File: src/rtl/turn_sequencer.sv
// turn_sequencer
// Game-flow controller for an N-seat turn-based board game. Seats are served
// round-robin; each turn goes either to the human input path (player_prompt)
// or to the computer move engine (comp_go / comp_done). A human turn is
// forfeited on timeout or after too many illegal moves. After every accepted
// move the board result (win / filled) is evaluated for one cycle, and the
// game then either ends in OVER or passes to the next seat.
//
// Handshakes: player_prompt is a level that stays high for the whole human
// turn; a move is taken on any cycle in which player_prompt and move_valid are
// both high (wrong_move only qualifies it). comp_go is a single-cycle request;
// the engine answers with comp_done, which is only honoured while the
// controller is waiting for it. win/filled are only looked at in CHECK.
//
// Ports:
//   clock, reset        system clock, asynchronous active-high reset
//   start               begin a new game (only honoured in IDLE or OVER)
//   move_valid          human move submitted this cycle
//   wrong_move          the submitted human move is illegal
//   comp_done           computer engine has committed its move
//   win, filled         board status, sampled in CHECK
//   turn                current seat index
//   player_prompt       human seat may move
//   comp_go             one-cycle start pulse for the computer engine
//   game_over           game has ended (OVER)
//   winner/winner_valid winning seat, qualified by winner_valid
//   draw                game ended with a full board and no win
//   skip                one-cycle pulse when a turn is forfeited
//   move_count          accepted moves this game, saturating
//   state_dbg           current FSM state, for observation only
module turn_sequencer #(
  parameter int                     NUM_PLAYERS    = 2,
  parameter logic [NUM_PLAYERS-1:0] COMP_MASK      = 2'b10,
  parameter int                     TIMEOUT_CYCLES = 255,
  parameter int                     MAX_STRIKES    = 3,
  parameter int                     MOVE_W         = 8,
  localparam int                    PW             = (NUM_PLAYERS <= 2) ? 1 : $clog2(NUM_PLAYERS)
) (
  input  logic              clock,
  input  logic              reset,
  input  logic              start,
  input  logic              move_valid,
  input  logic              wrong_move,
  input  logic              comp_done,
  input  logic              win,
  input  logic              filled,
  output logic [PW-1:0]     turn,
  output logic              player_prompt,
  output logic              comp_go,
  output logic              game_over,
  output logic [PW-1:0]     winner,
  output logic              winner_valid,
  output logic              draw,
  output logic              skip,
  output logic [MOVE_W-1:0] move_count,
  output logic [2:0]        state_dbg
);

  localparam logic [2:0] S_IDLE   = 3'd0;
  localparam logic [2:0] S_PROMPT = 3'd1;
  localparam logic [2:0] S_COMP   = 3'd2;
  localparam logic [2:0] S_CHECK  = 3'd3;
  localparam logic [2:0] S_SKIP   = 3'd4;
  localparam logic [2:0] S_OVER   = 3'd5;

  // The timer only has to reach TIMEOUT_CYCLES-1 before the turn is left.
  localparam int            TW           = (TIMEOUT_CYCLES > 1) ? $clog2(TIMEOUT_CYCLES) : 1;
  localparam logic [TW-1:0] TIMER_LAST   = TW'((TIMEOUT_CYCLES > 0) ? TIMEOUT_CYCLES - 1 : 0);
  localparam int            SW           = $clog2(MAX_STRIKES + 1);
  localparam logic [SW-1:0] STRIKE_LIMIT = SW'(MAX_STRIKES);
  localparam logic [PW-1:0] LAST_SEAT    = PW'(NUM_PLAYERS - 1);

  logic [2:0]        state, state_d;
  logic [PW-1:0]     turn_d, turn_adv;
  logic [PW-1:0]     winner_d;
  logic              winner_valid_d, draw_d;
  logic [MOVE_W-1:0] move_count_d, move_count_inc;
  logic [TW-1:0]     timer, timer_d;
  logic [SW-1:0]     strikes, strikes_d;
  logic [2:0]        seat_state;
  logic              timeout_hit, legal_move, illegal_move;

  assign move_count_inc = (move_count == '1) ? move_count : move_count + 1'b1;
  assign turn_adv       = (turn == LAST_SEAT) ? '0 : turn + 1'b1;
  assign seat_state     = COMP_MASK[turn_adv] ? S_COMP : S_PROMPT;
  assign timeout_hit    = (TIMEOUT_CYCLES != 0) && (timer == TIMER_LAST);
  assign legal_move     = move_valid && !wrong_move;
  assign illegal_move   = move_valid && wrong_move;

  always_comb begin
    state_d        = state;
    turn_d         = turn;
    winner_d       = winner;
    winner_valid_d = winner_valid;
    draw_d         = draw;
    move_count_d   = move_count;
    // Timer and strikes are zero outside PROMPT, so every PROMPT entry
    // starts them from zero.
    timer_d        = '0;
    strikes_d      = '0;

    case (state)
      S_IDLE, S_OVER: begin
        if (start) begin
          turn_d         = '0;
          winner_d       = '0;
          winner_valid_d = 1'b0;
          draw_d         = 1'b0;
          move_count_d   = '0;
          state_d        = COMP_MASK[0] ? S_COMP : S_PROMPT;
        end
      end

      S_PROMPT: begin
        timer_d   = (TIMEOUT_CYCLES != 0) ? timer + 1'b1 : '0;
        strikes_d = strikes;
        // A legal move wins over an expiring timer in the same cycle.
        if (legal_move) begin
          move_count_d = move_count_inc;
          state_d      = S_CHECK;
        end else if ((illegal_move && (strikes + 1'b1 == STRIKE_LIMIT)) || timeout_hit) begin
          state_d = S_SKIP;
        end else if (illegal_move) begin
          strikes_d = strikes + 1'b1;
        end
      end

      S_COMP: begin
        if (comp_done) begin
          move_count_d = move_count_inc;
          state_d      = S_CHECK;
        end
      end

      S_CHECK: begin
        if (win) begin
          winner_d       = turn;
          winner_valid_d = 1'b1;
          state_d        = S_OVER;
        end else if (filled) begin
          draw_d  = 1'b1;
          state_d = S_OVER;
        end else begin
          turn_d  = turn_adv;
          state_d = seat_state;
        end
      end

      S_SKIP: begin
        turn_d  = turn_adv;
        state_d = seat_state;
      end

      default: state_d = S_IDLE;
    endcase
  end

  always_ff @(posedge clock or posedge reset) begin
    if (reset) begin
      state        <= S_IDLE;
      turn         <= '0;
      winner       <= '0;
      winner_valid <= 1'b0;
      draw         <= 1'b0;
      move_count   <= '0;
      timer        <= '0;
      strikes      <= '0;
      comp_go      <= 1'b0;
    end else begin
      state        <= state_d;
      turn         <= turn_d;
      winner       <= winner_d;
      winner_valid <= winner_valid_d;
      draw         <= draw_d;
      move_count   <= move_count_d;
      timer        <= timer_d;
      strikes      <= strikes_d;
      // Registered so it is high exactly in the first cycle of COMP.
      comp_go      <= (state_d == S_COMP) && (state != S_COMP);
    end
  end

  assign player_prompt = (state == S_PROMPT);
  assign game_over     = (state == S_OVER);
  assign skip          = (state == S_SKIP);
  assign state_dbg     = state;

endmodule

File: config.mk
export PLATFORM = sky130hd
export DESIGN_NAME = turn_sequencer
export DESIGN_NICKNAME = d
export VERILOG_FILES = /design/src/rtl/turn_sequencer.sv
export SDC_FILE = /design/constraint.sdc
export NUM_CORES = 1
export LEC_CHECK = 0
export CORE_ASPECT_RATIO = 0.9
export CORE_UTILIZATION = 40
export DETAILED_ROUTE_END_ITERATION = 10
export PLACE_DENSITY = 0.61
export SYNTH_ARGS = -nofsm -noshare
export SYNTH_HDL_FRONTEND = slang
export SYNTH_SLANG_ARGS = --single-unit
File: constraint.sdc
create_clock -name clock -period 2 [get_ports clock]
set_input_delay 0.6 -clock clock [delete_from_list [all_inputs] [get_ports clock]]
set_output_delay 0.6 -clock clock [all_outputs]
set_load 0.02 [all_outputs]
==> results.cfg <==
[outcome]
status = finished, final reports clean

[cts]
path_clk_slew_ns = 0.08
cts_buffer_depth = 2
cts_tree = built
cts.root.buffer_cell = clkbuf_8
clkLatencyLatePin_ns = 0.26
cts_sinks = 26
numCtsBuffers = 3
cts_max_level = 1

[floorplan]
num_rows = 20
start_util = 0.436
die-area_sq_um = 4070
die_w_um = 67.1
die_h_um = 60.6
core_area_sq_um = 3500
io_pins = 27

[detailed_routing]
ant_nets = 0
wl_per_cell_um = 14.2
drt_wl_total_um = 3550
vias_per_cell = 5.57
first_iter_violations = 102
num_vias = 1386
dr.pass1.iters = 4
drc = 0

[hold_path]
holdCritStartpoint = strikes[1]
hold_class = reg2reg
min_path_cells = 1
min_to = strikes[1]

[logic_synthesis]
synth-edff-count = 0
ys_seq_elements = 26
postSynthAreaPerCell_sq_um = 9.31
postSynthNetCount = 176
syn_area_sq_um = 1530
yosysTopAreaCell = dfrtp_1
ys_types = 46
ys_seq_area_frac = 0.426
synth_top_area_frac = 0.426
synthArstFlopShare = 1.00
ys.flop_type = dfrtp_1
syn_inst = 164
ys_top_cells_by_area = dfrtp_1 43%, nor2_1 3.7%, o22a_1 3.4%, a21oi_1 3.3%, ha_1 3.3%
yosysWarnings = 0

[timing]
fmax_mhz = 507
setup_violations = 0
finalHoldViolCount = 0
skew_ns = 0.00244
finalCriticalPeriod_ns = 1.97
fin_tns_setup_ns = 0
drv_slew = 0
holdWs_ns = 0.519
min_period_over_period = 0.986
setup_slack_ns = 0.0271
slew_headroom = 0.699
tightest_slew_ns = 0.446

[power_and_ir_drop]
power.density_nw_per_um2 = 1300
p_switching_mw = 1.11
switching_share = 0.425
vdd_ir_drop_max_mv = 0.871
p_seq_frac = 0.314
p_comb_frac = 0.576
total_power_mw = 2.60
p_int_mw = 1.49
leakage_nw = 0.953
clock_power_share = 0.110

[finish]
antenna_cells = 0
final_cell_area_sq_um = 2000
syn2layout_area_growth_pct = 31.1
drive_gt1_frac = 0.166
post-route-util = 0.571
stdcell_count = 249
nets = 219
final_common_cell = dfrtp_1
mostFrequentLayoutCells = 26 x dfrtp_1, 21 x buf_4, 16 x clkdlybuf4s50_1

[setup_path]
rr_endpoint = move_count[3]
r2r-start = state_dbg[2]
crit_arrival_ns = 2.18
r2r_setup_slack_ns = 0.11
path_class = in2reg
worstPathRequired_ns = 2.20
end_kind = flop
start_kind = input pin
rr_worst_depth = 7
cp_max_fo = 6

[global_routing]
grt_pass1_vias = 1314
gr-total-overflow = 0
grt_first_pass_wirelength_um = 6100
grt_use_total = 0.198
grt_antenna_before_repair = 0
grt_max_degree = 27

[placed_design]
place.gp.congestion = 0.772
dpl.cell_count = 245
dpl_cell_area_sq_um = 1950
port_buffers = 26
post-place-ws_ns = -0.233
dp_hpwl_um = 2640

[flow_run]
cap_viol_max_count = 0
==> synth_stat cells (all sizes together) (5+ instances only) <==
cell,n
inv,7
dfrtp,26
nand3,10
clkbuf,5
nand2,7
a21oi,10
nand2b,5
o22a,6
xor2,5
nor2,15
o21ai,5
==> metal layers <==
layer,vias to the layer above,global-route usage,share of wire
met5,-,0,0
met4,0,0.0365,0.0037
met3,2,0.0395,0.034
met2,40,0.330,0.47
met1,666,0.271,0.50
li1,678,-,-
==> power groups by stage <==
stage	Clock [mW]	Combinational, mW	Sequential [mW]
floorplan	0	0.844	0.902
global placement	0	1.49	0.809
detailed placement	0	1.53	0.823
CTS	0.295	1.50	0.814
global route	0.312	1.66	0.837
finish	0.286	1.50	0.816
==> critical path, cell delays in order <==
cell,delay [ns]
clkdlybuf4s50_1,0.47
or3b_1,0.36
a31o_4,0.26
buf_4,0.16
a21oi_1,0.16
o22a_1,0.16
==> logic make-up (layout without fill, tap and decap cells) <==
group	Yosys count	in the layout	share of synthesized area
AOI/OAI and AO/OA	42	42	0.194
xor gates and xnor gates	8	8	0.0459
adders and majority gates	4	4	0.0328
buffers and inverters	16	57	0.0459
DFF	26	26	0.426
muxes	2	2	0.0139
and+or+nand+nor	66	66	0.241
==> what timing repair did <==
item,in CTS,in global routing
buffers inserted,0,1
gates resized for setup,15,6
setup endpoints to repair,7,7
hold buffers,0,0
==> how the worst max path moves through the flow <==
stage	startpoint	end	cells past startpoint
global placement	start	move_count[6]	5
finish	start	move_count[3]	6
CTS	move_count[4]	move_count[4]	1
detailed placement	start	move_count[3]	6
global route	state_dbg[2]	skip	5
floorplan	state_dbg[0]	player_prompt	5
==> final cells by class <==
| type | count | area (sq um) |
|---|---|---|
| Fill cell | 328 | 1500 |
| Tap cell | 44 | 55.1 |
| Multi-Input combinational cell | 122 | 816 |
| Sequential cell | 26 | 651 |
| Inverter | 7 | 26.3 |
| Clock buffer | 3 | 41.3 |
| Timing Repair Buffer | 47 | 412 |
==> flip-flops by register name, summed over array words and instances, names as in the netlist <==
register and flops:
comp_go 1, draw 1, move_count 8, state_dbg 3, strikes 2, timer 8, turn 1, winner 1
winner_valid 1
Power figures use the tool's default switching activity.
